==> src/rtl/tsc_leak_pkg.sv <==
// rtl/tsc_leak_pkg.sv - shared types and defaults for the covert-channel leak receiver
package tsc_leak_pkg;

    typedef enum logic [1:0] {
        IDLE = 2'd0,
        ACQ  = 2'd1,
        HOLD = 2'd2
    } rx_state_t;

    // Smallest width whose all-ones value still covers a full window of activity.
    function automatic int cnt_width(input int win_len);
        return $clog2(win_len + 1);
    endfunction

    localparam int DEF_WIN_LEN  = 16;
    localparam int DEF_THRESH   = 8;
    localparam int DEF_NUM_BITS = 8;
    localparam int DEF_CNT_W    = cnt_width(DEF_WIN_LEN);

endpackage

==> src/rtl/tsc_leak_receiver_if.sv <==
// rtl/tsc_leak_receiver_if.sv - recovered-byte valid/ready output bundle
interface tsc_leak_receiver_if #(
    parameter int NUM_BITS = 8
);
    logic [NUM_BITS-1:0] bits_out;
    logic                bits_valid;
    logic                bits_ready;
    logic                parity_out;

    modport master (
        output bits_out,
        output bits_valid,
        output parity_out,
        input  bits_ready
    );

    modport slave (
        input  bits_out,
        input  bits_valid,
        input  parity_out,
        output bits_ready
    );
endinterface

==> src/rtl/tsc_win_integrator.sv <==
// rtl/tsc_win_integrator.sv - windowed saturating activity counter with threshold decision
import tsc_leak_pkg::*;

module tsc_win_integrator #(
    parameter int WIN_LEN = DEF_WIN_LEN,
    parameter int THRESH  = DEF_THRESH,
    parameter int CNT_W   = DEF_CNT_W
) (
    input  logic clk,
    input  logic rst,
    input  logic en,
    input  logic act_in,
    output logic win_done,
    output logic win_bit
);
    localparam int WC_W = $clog2(WIN_LEN);
    localparam logic [CNT_W-1:0] CNT_MAX = {CNT_W{1'b1}};

    logic [CNT_W-1:0] act_cnt;
    logic [WC_W-1:0]  win_cnt;
    logic [CNT_W:0]   sum;

    // The decision includes the sample arriving on the closing cycle of the window.
    assign sum      = {1'b0, act_cnt} + {{CNT_W{1'b0}}, act_in};
    assign win_done = en && (win_cnt == WC_W'(WIN_LEN - 1));
    assign win_bit  = win_done && (sum >= (CNT_W + 1)'(THRESH));

    always_ff @(posedge clk) begin
        if (rst || !en || win_done) begin
            act_cnt <= '0;
            win_cnt <= '0;
        end else begin
            win_cnt <= win_cnt + 1'b1;
            if (act_in && act_cnt != CNT_MAX)
                act_cnt <= act_cnt + 1'b1;
        end
    end

endmodule

==> src/rtl/tsc_leak_receiver.sv <==
// rtl/tsc_leak_receiver.sv - decodes toggle-activity windows into a byte with valid/ready output
import tsc_leak_pkg::*;

module tsc_leak_receiver #(
    parameter int WIN_LEN  = DEF_WIN_LEN,
    parameter int THRESH   = DEF_THRESH,
    parameter int NUM_BITS = DEF_NUM_BITS,
    parameter int CNT_W    = DEF_CNT_W
) (
    input  logic                clk,
    input  logic                rst,
    input  logic                start,
    input  logic                act_in,
    output logic                busy,
    tsc_leak_receiver_if.master out
);
    localparam int IDX_W = (NUM_BITS > 1) ? $clog2(NUM_BITS) : 1;

    rx_state_t           state;
    logic [IDX_W-1:0]    bit_idx;
    logic [NUM_BITS-1:0] shreg;
    logic [NUM_BITS-1:0] next_bits;
    logic                win_done;
    logic                win_bit;

    tsc_win_integrator #(
        .WIN_LEN (WIN_LEN),
        .THRESH  (THRESH),
        .CNT_W   (CNT_W)
    ) u_integ (
        .clk      (clk),
        .rst      (rst),
        .en       (state == ACQ),
        .act_in   (act_in),
        .win_done (win_done),
        .win_bit  (win_bit)
    );

    // Shift register as it will look once the closing window's bit lands.
    always_comb begin
        next_bits          = shreg;
        next_bits[bit_idx] = win_bit;
    end

    always_ff @(posedge clk) begin
        if (rst) begin
            state          <= IDLE;
            busy           <= 1'b0;
            out.bits_valid <= 1'b0;
            out.bits_out   <= '0;
            out.parity_out <= 1'b0;
            bit_idx        <= '0;
            shreg          <= '0;
        end else begin
            case (state)
                IDLE: begin
                    if (start) begin
                        state   <= ACQ;
                        busy    <= 1'b1;
                        bit_idx <= '0;
                        shreg   <= '0;
                    end
                end
                ACQ: begin
                    if (win_done) begin
                        shreg   <= next_bits;
                        bit_idx <= bit_idx + 1'b1;
                        if (bit_idx == IDX_W'(NUM_BITS - 1)) begin
                            state          <= HOLD;
                            out.bits_out   <= next_bits;
                            out.parity_out <= ^next_bits;
                            out.bits_valid <= 1'b1;
                        end
                    end
                end
                HOLD: begin
                    if (out.bits_ready) begin
                        state          <= IDLE;
                        busy           <= 1'b0;
                        out.bits_valid <= 1'b0;
                    end
                end
                default: begin
                    state          <= IDLE;
                    busy           <= 1'b0;
                    out.bits_valid <= 1'b0;
                end
            endcase
        end
    end

    act_in_known: assert property (@(posedge clk) disable iff (rst)
        (state == ACQ) |-> !$isunknown(act_in));

endmodule

==> src/flat_wrapper.sv <==
// flat-port wrapper written by rule: the top's interface ports become plain ports
module tsc_leak_receiver_flat 
#(
    parameter int WIN_LEN  = DEF_WIN_LEN,
    parameter int THRESH   = DEF_THRESH,
    parameter int NUM_BITS = DEF_NUM_BITS,
    parameter int CNT_W    = DEF_CNT_W
)
  (clk, rst, start, act_in, busy, out_bits_out, out_bits_valid, out_parity_out, out_bits_ready);
  tsc_leak_receiver_if #(.NUM_BITS(NUM_BITS)) out_i ();
  input  logic clk;
  input  logic rst;
  input  logic start;
  input  logic act_in;
  output logic busy;
  output wire logic [$bits(out_i.bits_out)-1:0] out_bits_out;
  output wire logic [$bits(out_i.bits_valid)-1:0] out_bits_valid;
  output wire logic [$bits(out_i.parity_out)-1:0] out_parity_out;
  input wire logic [$bits(out_i.bits_ready)-1:0] out_bits_ready;
  assign out_bits_out = out_i.bits_out;
  assign out_bits_valid = out_i.bits_valid;
  assign out_parity_out = out_i.parity_out;
  assign out_i.bits_ready = out_bits_ready;
  tsc_leak_receiver #(.WIN_LEN(WIN_LEN), .THRESH(THRESH), .NUM_BITS(NUM_BITS), .CNT_W(CNT_W)) u_core (.clk(clk), .rst(rst), .start(start), .act_in(act_in), .busy(busy), .out(out_i));
endmodule
==> config.mk <==
export PLATFORM = sky130hd
export DESIGN_NAME = tsc_leak_receiver_flat
export DESIGN_NICKNAME = d
export VERILOG_FILES = /design/src/rtl/tsc_leak_pkg.sv /design/src/rtl/tsc_leak_receiver_if.sv /design/src/rtl/tsc_win_integrator.sv /design/src/rtl/tsc_leak_receiver.sv /design/src/flat_wrapper.sv
export SDC_FILE = /design/constraint.sdc
export NUM_CORES = 1
export LEC_CHECK = 0
export BUFFER_PORTS_ARGS = -buffer_cell sky130_fd_sc_hd__buf_2
export CORE_ASPECT_RATIO = 0.75
export CORE_MARGIN = 1
export CORE_UTILIZATION = 45
export DETAILED_ROUTE_END_ITERATION = 10
export PLACE_DENSITY_LB_ADDON = 0.15
export SYNTH_ARGS = -nofsm -noshare
export SYNTH_HDL_FRONTEND = slang
export SYNTH_SLANG_ARGS = --single-unit
==> constraint.sdc <==
create_clock -name clk -period 4 [get_ports clk]
set_input_delay 0.4 -clock clk [delete_from_list [all_inputs] [get_ports clk]]
set_output_delay 0.4 -clock clk [all_outputs]
set_load 0.05 [all_outputs]
Word level (Yosys, flattened, before mapping)
Cells that the tools add are included.
- equal/unequal tests: 9
- muxes and demuxes: 20
- reduce and logical (&&, ||, !) cells: 15
- add/sub/neg operators: 4
- $lt $le $gt $ge: 3
- bitwise gates (word level): 2
- operators with widths (operator ; number):
    2-to-1 mux 8 bit ; 2
    case mux 8 bit (2 select lines) ; 1
    AND reduction 3 bit ; 3
    bitwise mux 8 bit ; 1
    2-to-1 mux 2 bit ; 4
    AND reduction 4 bit ; 2
    XOR reduction 8 bit ; 1
    adder 5 x 1 -> 6 bit ; 1
    >= comparator 6 x 4 -> 1 bit, second input constant ; 1
    2-to-1 mux 3 bit ; 2
    case mux 1 bit (3 select lines) ; 2
    case mux 2 bit (3 select lines) ; 1
    case mux 3 bit (2 select lines) ; 1
    adder 5 x 1 -> 5 bit, second input constant ; 1
    2-to-1 mux 1 bit ; 5
    != test 5 bit, second input constant ; 1
    adder 4 x 1 -> 4 bit, second input constant ; 1
    equality test 4 bit, second input constant ; 1
    logical AND 1 bit ; 4
    less-than comparator 3 x 4 -> 1 bit, second input constant ; 1
    != test 2 x 1 -> 1 bit, second input constant ; 2
    != test 2 bit, second input constant ; 2
    adder 3 x 1 -> 3 bit, second input constant ; 1
    demux 1 bit (select 3 bit) ; 1
    other kinds (9) ; 11
- output and inout bits: 11
- word-level logic and storage cells: 62
- bits of input ports: 5
- flip-flop bits (word level): 33

Longest topological paths before layout
Gate-level depths: netlist of the first run.
- word-level depth: 7
- depth in mapped cells: 10
- mapped depth without buffers: 9

Hierarchy
Synthesis of the first run repeated with hierarchy kept, for this count alone.
- cell total of the unflattened synthesis: 201
- area, all modules: 1773.0 um^2
- by module, submodules not included (module ; seq. area each (um^2) ; cells an instance ; instances ; area each (um^2)):
    tsc_leak_receiver ; 480.5 ; 153 ; 1 ; 1303.8
    tsc_win_integrator ; 180.2 ; 48 ; 1 ; 469.2

Least setup slack after synthesis of the first run
Ideal clock, no wire load.
- path type: input port to flip-flop
- start point: input act_in
- end point: register u_core.out.parity_out
- path slack: 1652 ps
- library setup time: 91 ps
- path buffers: 0
- stages on the path: 9
- required time: 3909 ps
- arrival: 2257 ps
- path through: ha_1 ha_1 nor3b_1 mux2i_1 a32o_1 a32oi_2 o211ai_1 a211o_1 a311oi_1
- longest elaborated chain between the ends: 5
- RTL lines (element ; line ; text):
    start, declared ; flat_wrapper.sv:14 ; input logic act_in;
    adder 5 x 1 -> 6 bit ; tsc_win_integrator.sv:24 ; assign sum = {1'b0, act_cnt} + {{CNT_W{1'b0}}, act_in};
    >= comparator 6 x 4 -> 1 bit ; tsc_win_integrator.sv:26 ; assign win_bit = win_done && (sum >= (CNT_W + 1)'(THRESH));
    logical AND 1 bit ; tsc_win_integrator.sv:26 ;
    bitwise mux 8 bit ; tsc_leak_receiver.sv:42 ; next_bits[bit_idx] = win_bit;
    XOR reduction 8 bit ; tsc_leak_receiver.sv:71 ; out.parity_out <= ^next_bits;
    end signal, assigned ; tsc_leak_receiver.sv:71 ;
    end, declared ; tsc_leak_receiver_if.sv:13 ; output parity_out,
No other way between the ends.
A chain may end at the register's enable or synchronous reset.

Worst setup path in the final report of the first run
- start point: register u_core.u_integ.win_cnt[0]
- end point: register u_core.out.parity_out
- longest elaborated chain between the ends: 5
- elaborated cells on any way between the ends: 6
- classes of those cells: 1 x eq/ne; 1 x mux; 4 x reduce/logical
- RTL lines (element ; line ; text):
    start, declared ; tsc_win_integrator.sv:20 ; logic [WC_W-1:0] win_cnt;
    start signal, assigned ; tsc_win_integrator.sv:33 ; win_cnt <= win_cnt + 1'b1;
    equality test 4 bit * ; tsc_win_integrator.sv:25 ; assign win_done = en && (win_cnt == WC_W'(WIN_LEN - 1));
    logical AND 1 bit * ; tsc_win_integrator.sv:25 ;
    logical AND 1 bit ; tsc_win_integrator.sv:26 ;
    bitwise mux 8 bit ; tsc_leak_receiver.sv:42 ;
    XOR reduction 8 bit ; tsc_leak_receiver.sv:71 ;
Every way passes the cells marked *; elsewhere a longest branch is shown, timed or not.

==> impl_results.md, run 1 <==
- Commonest non-fill, non-tap cell in the layout: nor2_1
- Drc violations: 0
- Global route overflow: 0
- DR iter-0 viols: 106
- Via count: between 1.5k and 2k
- Synthesized area: about 1800 µm²
- Antenna violations before repair: 0
- Mux contribution to synthesized area: 0.0307
- Area of the multi-input gates: 1060 µm²
- Final WL: about 3.8 mm
- Critical path launch point type: flop
- Largest net degree at the start of global routing: 26
- Pre-CTS setup slack: about 1300 ps
- P_leak: about 0.75 nW
- Cells along the critical path: ha_1 > and3_1 > nand2_1 > or3_1 > a32oi_2 > o211ai_1 > a211o_1 > a311oi_1
- Post-Syn Nets: 241
- Fin crit period: 2720 ps
- Final Hold Viols: 0
- Final hold slack: between 400 and 500 ps
- ANT cells: 0
- Post-cts resize count: 0
- Placed inst area: roughly 1900 µm²
- Crit end category: flop
- Reg area: between 600 and 700 µm²
- Layout Nets: ~250
- Layout cells sized above 1: 0.106
- Max stage delay cell, worst path: or3_1
- Total clock buffers created by CTS: 5
- Worst-Margin Slew: a little over 700 ps
- Sequential-to-total area share from yosys stat: 0.369
- Slew Viols, Final: 0
- Commonest non-fill, non-tap cells in the layout: nor2_1, dfxtp_1, o21ai_0
- Die Span Y: 56.6 µm
- Placed cell count: roughly 280
- Number of flops mapped to enable cells by yosys: 0
- Cell variety after synth: 40
- Final period utilization: 0.680
- Status: complete, no violations
- GPL Wtd Cong: approximately 0.91
- Post-synthesis simple-gate area fraction: 0.243
- Mapped Cells: about 230
- Buf+Inv Stages, Crit Path: 0
- Synth Warn #: 0
- Post-synthesis adder-cell area fraction: 0.0489
- Worst-path clk slew: roughly 60 ps
- Routed WL per cell: around 13 µm
- XOR/XNOR Fraction of Synth Area: 0.0294
- Die width: 74.8 µm
- Post-synth top flop: dfxtp_1
- Worst-path fanout max: 19
- Clk sinks: 33
- Post-DP HPWL: about 2.6 mm
- Peak supply drop: between 0.15 and 0.2 mV
- Final cell count without fillers: 288
- Setup Buffers After CTS: 0
- Vias in the first global route: 1363
- Final setup violation count: 0
- Post-route cell area: approximately 2000 µm²
- Layout Skew: between 7 and 8 ps
- FF+latch count, synth: 33
- Core Rows: 19
- Fmax: approximately 370 MHz
- Main combinational cell family by area after synthesis: simple AND/OR/NAND/NOR gates
- Post-CTS Hold Buffers: 0
- Compound-cell area share of the yosys netlist: 0.239
- Area grow syn2layout: 9.29%
- Core area: approximately 3700 µm²
- # port buffers: 15
- Post-layout util: 0.524
- Routed Antenna Nets: 0
- Final worst slack: ~1300 ps
- Total GRT Usage: 0.198
- Root buf cell: clkbuf_8
- FILL cells: roughly 390
- Syn Area/Cell: a little under 8 µm²
- Max stage delay on crit path: roughly 500 ps
- Max_cap viols: 0
- Critical Path RT: around 4200 ps
- Pwr Density: between 300 and 400 nW/µm²
- Slew margin rel.: 0.522
- CTS Buffer Depth: 2
- H-tree levels: 2
- CP top delay family: simple AND/OR/NAND/NOR gates
- Critical path arrival: roughly 2900 ps
- Vias per cell: about 5.4
- Tot Pwr: between 600 and 700 µW
- Initial Util: 0.480
- Worst min path class: input port to flop
- Die area: approximately 4200 µm²
- Sum Neg Setup Slack: 0 ps
- Critical path class: flop to flop
- CTS tree: done
- First-pass GRT wire length: 6.40 mm
- Unrepaired setup endpoints after global routing: false
- Post-synthesis async set-or-reset flop share: 0
- Worst skew pair latency: between 200 and 300 ps
- Pre-antenna DRT Iters: 4
- Boundary Pins: 16
report_power, final:
part | internal (mW) | switching (mW) | leakage, nW | total (mW)
combinational | 0.00698 | 0.0154 | 0.443 | 0.0224
sequential | 0.331 | 0.00252 | 0.267 | 0.334
clock | 0.136 | 0.113 | 0.0443 | 0.249
layout make-up:
type                       count  share of cell area
multi-input combinational    178               0.541
clock buffer                   7              0.0441
tap                           52              0.0332
timing repair buffer          15              0.0384
inverter                       3             0.00575
sequential                    33               0.338
logic make-up after synthesis:
group	count (synthesis)
and+or+nand+nor	94
AOI/OAI and AO/OA	66
DFF	33
buffers and inverters	18
adders and majority gates	7
xor gates and xnor gates	6
muxes	5
worst register-to-register path: stages (launching register included):
cell	delay [ps]
dfxtp_1	350
ha_1	180
and3_1	260
nand2_1	390
or3_1	500
a32oi_2	240
o211ai_1	140
a211o_1	320
a311oi_1	250
worst paths after layout:
kind | from | endpoint | slack (ps) | cells past startpoint
worst max-delay path | u_core.u_integ.win_cnt[0]$_SDFF_PP0_ | u_core.out.parity_out$_SDFFE_PP0P_ | 1280 | 8
worst min-delay path | start | u_core.state[0]$_SDFFE_PP0P_ | 430 | 3
worst max register to register | u_core.u_integ.win_cnt[0]$_SDFF_PP0_ | u_core.out.parity_out$_SDFFE_PP0P_ | 1280 | 8
worst min register to register | u_core.u_integ.win_cnt[0]$_SDFF_PP0_ | u_core.u_integ.win_cnt[0]$_SDFF_PP0_ | 450 | 1
state kept, by name (all words and copies together) (netlist names):
register,cells
u_core.u_integ.act_cnt,5
u_core.u_integ.win_cnt,4
u_core.out.bits_out,8
u_core.out.parity_out,1
u_core.shreg,8
u_core.busy,1
u_core.bit_idx,3
u_core.state,2
u_core.out.bits_valid,1
Yosys cell counts, types with 2 or more instances:
cell type | number | area share
a211o_1 | 2 | 0.0098
nand4_1 | 3 | 0.010
a22oi_1 | 2 | 0.0084
dfxtp_1 | 33 | 0.37
nand2b_1 | 5 | 0.017
xor2_1 | 4 | 0.020
and3_1 | 3 | 0.010
clkbuf_1 | 11 | 0.023
o311ai_0 | 2 | 0.0098
nor3_1 | 5 | 0.014
o21ai_0 | 20 | 0.056
xnor2_1 | 2 | 0.0098
buf_2 | 3 | 0.0084
mux2i_1 | 4 | 0.022
a211oi_1 | 2 | 0.0084
and2_1 | 2 | 0.0070
nor2b_1 | 4 | 0.014
a21oi_1 | 19 | 0.053
ha_1 | 7 | 0.049
nor3b_1 | 2 | 0.0084
inv_1 | 3 | 0.0063
a311oi_1 | 8 | 0.039
nand2_1 | 17 | 0.036
nand3_1 | 4 | 0.011
o211ai_1 | 4 | 0.017
nor2_1 | 44 | 0.092
routing by layer:
| metal | vias to the layer above | global-route usage | part of all wire |
|---|---|---|---|
| met1 | 678 | 0.297 | 0.54 |
| li1 | 826 | - | - |
| met2 | 39 | 0.260 | 0.39 |
| met5 | - | 0 | 0 |
| met4 | 0 | 0.0809 | 0.018 |
| met3 | 9 | 0.0557 | 0.048 |
No activity file was read; power rests on OpenSTA's default activity.
==> run 2: changes to the inputs <==
- clock period: 4 -> 2.4 ns (I/O delays scaled with it)
==> run 2 against run 1 <==
Against the previous run:
- clock skew down 1.4 ps
- core utilization rose by 3.9 points
- wire length increased by 6.9%
- largest power group unchanged
- combinational power is 84% higher
- sequential share of layout area is 2.2 points lower
- worst setup slack lost 1200 ps
- sequential cell count stayed put
- sequential power increased by 67%
- first-iteration DRC count is 65% higher
- register-to-register slack worse by 1200 ps
- worst hold slack got worse by 160 ps
- highest routed layer unchanged
==> impl_results.md, run 2 (synthesized netlist as in run 1, its figures left out) <==
- Status: complete, no violations
- Slew Viols, Final: 0 (unchanged)
- ANT cells: 0 (unchanged)
- Via count: 1678 (+8.1%)
- Critical Path RT: 2600 ps (-1600 ps)
- Layout Nets: 260 (+4.8%)
- Routed WL per cell: 13.5 µm (+2.7%)
- Commonest non-fill, non-tap cell in the layout: nor2_1
- Cells along the critical path: ha_4 > ha_4 > nor3b_2 > mux2i_2 > a21oi_1 > o31ai_1 > a211oi_2 > a211o_1 > a311oi_2
- Max stage delay cell, worst path: o31ai_1
- Worst skew pair latency: 280 ps (about the same)
- Vias in the first global route: 1491 (+9.4%)
- Worst-Margin Slew: 556 ps (-160 ps)
- Boundary Pins: 16 (unchanged)
- Antenna violations before repair: 0 (unchanged)
- Critical path launch point type: flop
- Max stage delay on crit path: 450 ps (-40 ps)
- Core area: 3730 µm² (unchanged)
- Final WL: 4.06 mm (+6.9%)
- P_leak: 0.816 nW (+8.2%)
- Fin crit period: 2350 ps (-370 ps)
- Peak supply drop: 0.363 mV (+130%)
- Die width: 74.8 µm (unchanged)
- First-pass GRT wire length: 6.66 mm (+4.1%)
- Routed Antenna Nets: 0 (unchanged)
- Layout cells sized above 1: 0.194 (+0.0876)
- Pre-antenna DRT Iters: 4 (unchanged)
- Final period utilization: 0.979 (+0.299)
- Worst min path class: input port to flop
- Critical path arrival: 2550 ps (-370 ps)
- Die Span Y: 56.6 µm (unchanged)
- Worst-path fanout max: 7 (-12)
- Worst-path clk slew: 70 ps (about the same)
- Die area: 4240 µm² (unchanged)
- GPL Wtd Cong: 0.821 (-9.7%)
- DR iter-0 viols: 175 (+65%)
- Global route overflow: 0 (unchanged)
- Fmax: 425 MHz (+16%)
- CTS Buffer Depth: 2 (unchanged)
- Max_cap viols: 0 (unchanged)
- Layout Skew: 5.69 ps (-1.43 ps)
- Final cell count without fillers: 300 (+4.2%)
- Vias per cell: 5.59 (+3.8%)
- Drc violations: 0 (unchanged)
- Root buf cell: clkbuf_8
- Total GRT Usage: 0.205 (+0.00702)
- Final setup violation count: 0 (unchanged)
- CTS tree: done
- Most used cell along the critical path: ha_4
- Largest net degree at the start of global routing: 26 (unchanged)
- # port buffers: 15 (unchanged)
- Area grow syn2layout: 17.5%
- Clk sinks: 33 (unchanged)
- Tot Pwr: 1.01 mW (+68%)
- Critical path class: flop to flop
- Crit end category: flop
- Initial Util: 0.480 (unchanged)
- Post-DP HPWL: 2.73 mm (+4.0%)
- Core Rows: 19 (unchanged)
- Total clock buffers created by CTS: 5 (unchanged)
- Placed cell count: 291 (+3.6%)
- Biggest regs: u_core.out.bits_out (8), u_core.shreg (8), u_core.u_integ.act_cnt (5)
- Post-CTS Hold Buffers: 0 (unchanged)
- Final Hold Viols: 0 (unchanged)
- Commonest non-fill, non-tap cells in the layout: nor2_1, dfxtp_1, o21ai_0
- H-tree levels: 2 (unchanged)
- Slew margin rel.: 0.625 (+0.102)
- Pwr Density: 483 nW/µm² (+56%)
- Unrepaired setup endpoints after global routing: false
-- run 2: cell types whose count changed in the layout (fill, tap and decap cells not counted), sizes merged --
cell  previous run  this run
buf             15        27
-- run 2: critical path: cells and delay by family (launching register included) --
kind	cells	cell delay (ps)
AOI/OAI and AO/OA	5	1240
adders and majority gates	2	280
DFF	1	360
muxes	1	360
and+or+nand+nor	1	40
-- run 2: through the flow --
stage	setup WS, ps	hold slack (ps)	util	setup TNS [ps]	area [µm²]
after floorplan	95.2	418	-	0	1790
after global placement	-44.1	431	0.521	-44.1	1950
after detailed placement	-120	441	0.521	-120	1950
after CTS	0.822	267	0.547	0	2040
after global routing	0.237	294	0.564	0	2100
final	49.7	271	0.564	0	2100
-- run 2: path summary, 6_finish.rpt --
path / startpoint / endpoint / slack (ps) / depth (start not counted)
max: u_core.u_integ.act_cnt[0]$_SDFFE_PP0P_ / u_core.out.parity_out$_SDFFE_PP0P_ / 50 / 9
min reg2reg: u_core.u_integ.win_cnt[0]$_SDFF_PP0_ / u_core.u_integ.win_cnt[0]$_SDFF_PP0_ / 450 / 1
max reg2reg: u_core.u_integ.act_cnt[0]$_SDFFE_PP0P_ / u_core.out.parity_out$_SDFFE_PP0P_ / 50 / 9
min: start / u_core.state[0]$_SDFFE_PP0P_ / 270 / 3
-- run 2: per-layer routing --
layer	share of wire	wire, µm	global-route usage	vias to the layer above
met5	0	0	0	-
met1	0.51	2080	0.295	783
met4	0.016	66	0.0593	0
met3	0.037	150	0.0485	8
met2	0.43	1760	0.302	35
li1	-	-	-	852
-- run 2: layout make-up --
| class | count | area (µm²) |
|---|---|---|
| Multi-Input combinational cell | 178 | 1110 |
| Inverter | 3 | 11.3 |
| Sequential cell | 33 | 663 |
| Timing Repair Buffer | 27 | 165 |
| Fill cell | 380 | 1630 |
| Tap cell | 52 | 65.1 |
| Clock buffer | 7 | 86.3 |
-- run 2: where the power goes --
group          switching [mW]  internal (mW)
clock                   0.190          0.227
sequential            0.00433          0.552
combinational          0.0283         0.0129
total                   0.222          0.793
-- run 2: timing repair --
action	4_1_cts	5_1_grt
pin swaps	0	5
gates cloned	0	0
setup buffers	0	2
resized for setup	3	10
endpoints found under the setup margin	1	1
==> run 3: changes to the inputs <==
- CORE_UTILIZATION: 45 -> 41
==> run 3 against run 2 <==
Against the previous run:
- core utilization is 3.5 points lower
- clock power grew 12%
- via count shrank 1.7%
- global-route usage shrank 0.50 points
- critical path type unchanged
==> impl_results.md, run 3 (synthesized netlist as in run 1, its figures left out) <==
- # port buffers: 15 (unchanged)
- Clock network power share: 0.438 (+0.027)
- Final worst slack: 87.8 ps (+38.2 ps)
- Routed WL per cell: 13.3 µm (-1.3%)
- Area grow syn2layout: 21.9%
- Placed inst area: 1970 µm² (+1.2%)
- Layout cells sized above 1: 0.215 (+0.0216)
- Final setup violation count: 0 (unchanged)
- Initial Util: 0.434 (-0.0461)
- Die width: 78.3 µm (+4.6%)
- Internal: 824 µW (+4.0%)
- Fmax: 432 MHz (+1.7%)
- Drc violations: 0 (unchanged)
- Worst-path clk slew: 70 ps (about the same)
- FF-to-FF path depth: 9 (unchanged)
- First-pass GRT wire length: 7.03 mm (+5.6%)
- Flop pwr share: 0.523 (-0.026)
- Layout Nets: 262 (+0.77%)
- P_leak: 0.841 nW (+3.0%)
- Max_cap viols: 0 (unchanged)
- Core Rows: 20 (+1)
- Pre-CTS setup slack: -121 ps (-1.19 ps)
- CTS Buffer Depth: 2 (unchanged)
- Critical path arrival: 2520 ps (-30 ps)
- Die Span Y: 59.2 µm (+4.6%)
- Final WL: 4.08 mm (+0.69%)
- Switching power: 239 µW (+7.6%)
- Unrepaired setup endpoints after global routing: true
- Worst-path fanout max: 7 (unchanged)
- Status: complete, no violations
- Clk sinks: 33 (unchanged)
- Routed Antenna Nets: 0 (unchanged)
- Global route overflow: 0 (unchanged)
- Root buf cell: clkbuf_8
- Vias in the first global route: 1510 (+1.3%)
- Commonest non-fill, non-tap cell in the layout: nor2_1
- Post-route cell area: 2180 µm² (+3.8%)
- ANT cells: 0 (unchanged)
- DR iter-0 viols: 82 (-53%)
- Die area: 4640 µm² (+9.5%)
- Core area: 4130 µm² (+11%)
- Placed cell count: 295 (+1.4%)
- H-tree levels: 2 (unchanged)
- Worst skew pair latency: 290 ps (about the same)
- Pre-antenna DRT Iters: 4 (unchanged)
- Crit end category: flop
- Post-DP HPWL: 2.82 mm (+3.1%)
- Cells on Worst Hold Path: 3 (unchanged)
- CTS tree: done
- Total clock buffers created by CTS: 5 (unchanged)
- Boundary Pins: 16 (unchanged)
- Antenna violations before repair: 0 (unchanged)
- Total GRT Usage: 0.200 (-0.00503)
- Final Hold Viols: 0 (unchanged)
- Pwr Density: 487 nW/µm² (+0.94%)
- Layout Skew: 6.27 ps (+0.584 ps)
- Peak supply drop: 0.275 mV (-24%)
- Post-layout util: 0.529 (-0.0347)
- Biggest regs: u_core.out.bits_out (8), u_core.shreg (8), u_core.u_integ.act_cnt (5)
- Largest net degree at the start of global routing: 26 (unchanged)
- Commonest non-fill, non-tap cells in the layout: nor2_1, dfxtp_1, a21oi_1
- Slew Viols, Final: 0 (unchanged)
- Critical path class: flop to flop
- Critical path launch point type: flop
- Worst min path class: input port to flop
- Logic pwr share: 0.039 (-0.002)
- Slew margin rel.: 0.671 (+0.0459)
- Sw Ratio: 0.225 (+0.00588)
- Final period utilization: 0.963 (-0.0159)
- Worst-Margin Slew: 493 ps (-62.8 ps)
- Final cell count without fillers: 306 (+2.0%)
- Sum Neg Setup Slack: 0 ps (unchanged)
- Vias per cell: 5.39 (-3.6%)
- Critical Path RT: 2610 ps (about the same)
- GPL Wtd Cong: 0.872 (+6.3%)
- Fin crit period: 2310 ps (-38.2 ps)
- Via count: 1650 (-1.7%)
## run 3: cell count changes in the layout (fill, tap and decap cells not counted), sizes merged
cell / before / now
buf: 27 / 29
clkinv: 0 / 1
## run 3: layout make-up
cell class | instances | area, µm²
clock buffer | 7 | 96.3
clock inverter | 1 | 5.00
fill | 397 | 1950
inverter | 3 | 11.3
multi-input combinational | 178 | 1150
sequential | 33 | 663
tap | 55 | 68.8
timing repair buffer | 29 | 193
## run 3: per-stage QoR
step / total power, mW / hold slack [ps]
2_1_floorplan: 0.597 / 418
3_3_place_gp: 0.608 / 430
3_5_place_dp: 0.608 / 437
4_1_cts: 1.07 / 266
5_1_grt: 1.11 / 291
6_report: 1.06 / 271
## run 3: power by group through the flow
| stage | registers [mW] | logic (mW) | clock network (mW) |
|---|---|---|---|
| floorplan | 0.573 | 0.0242 | 0 |
| global placement | 0.568 | 0.0393 | 0 |
| detailed placement | 0.568 | 0.0393 | 0 |
| CTS | 0.556 | 0.0404 | 0.478 |
| global route | 0.557 | 0.0456 | 0.505 |
| finish | 0.557 | 0.0414 | 0.465 |
## run 3: metal layers
layer / wire (µm) / track usage / vias to the layer above
li1: - / - / 854
met1: 2210 / 0.272 / 755
met2: 1640 / 0.303 / 35
met3: 160 / 0.0462 / 6
met4: 74 / 0.0952 / 0
met5: 0 / 0 / -
## run 3: worst paths after layout
kind,end,from,slack (ps)
worst max-delay path,u_core.out.parity_out$_SDFFE_PP0P_,u_core.u_integ.act_cnt[0]$_SDFFE_PP0P_,90
worst min-delay path,u_core.state[0]$_SDFFE_PP0P_,start,270
worst max register to register,u_core.out.parity_out$_SDFFE_PP0P_,u_core.u_integ.act_cnt[0]$_SDFFE_PP0P_,90
worst min register to register,u_core.u_integ.win_cnt[0]$_SDFF_PP0_,u_core.u_integ.win_cnt[0]$_SDFF_PP0_,450
## run 3: critical path, stage by stage (launching register included)
cell      delay (ps)
dfxtp_2          330
ha_4             180
ha_4             160
nor3b_4          250
mux2i_4          140
a32oi_1          240
o211ai_1         130
a211o_1          300
a211o_1          310
a311oi_2         180
## run 3: what timing repair did
action,in CTS,in global routing
buffers inserted,4,0
hold endpoints to repair,0,0
pin swaps,2,9
gates resized for setup,6,17
cloned,0,0
hold buffers,0,0
endpoints found under the setup margin,1,1
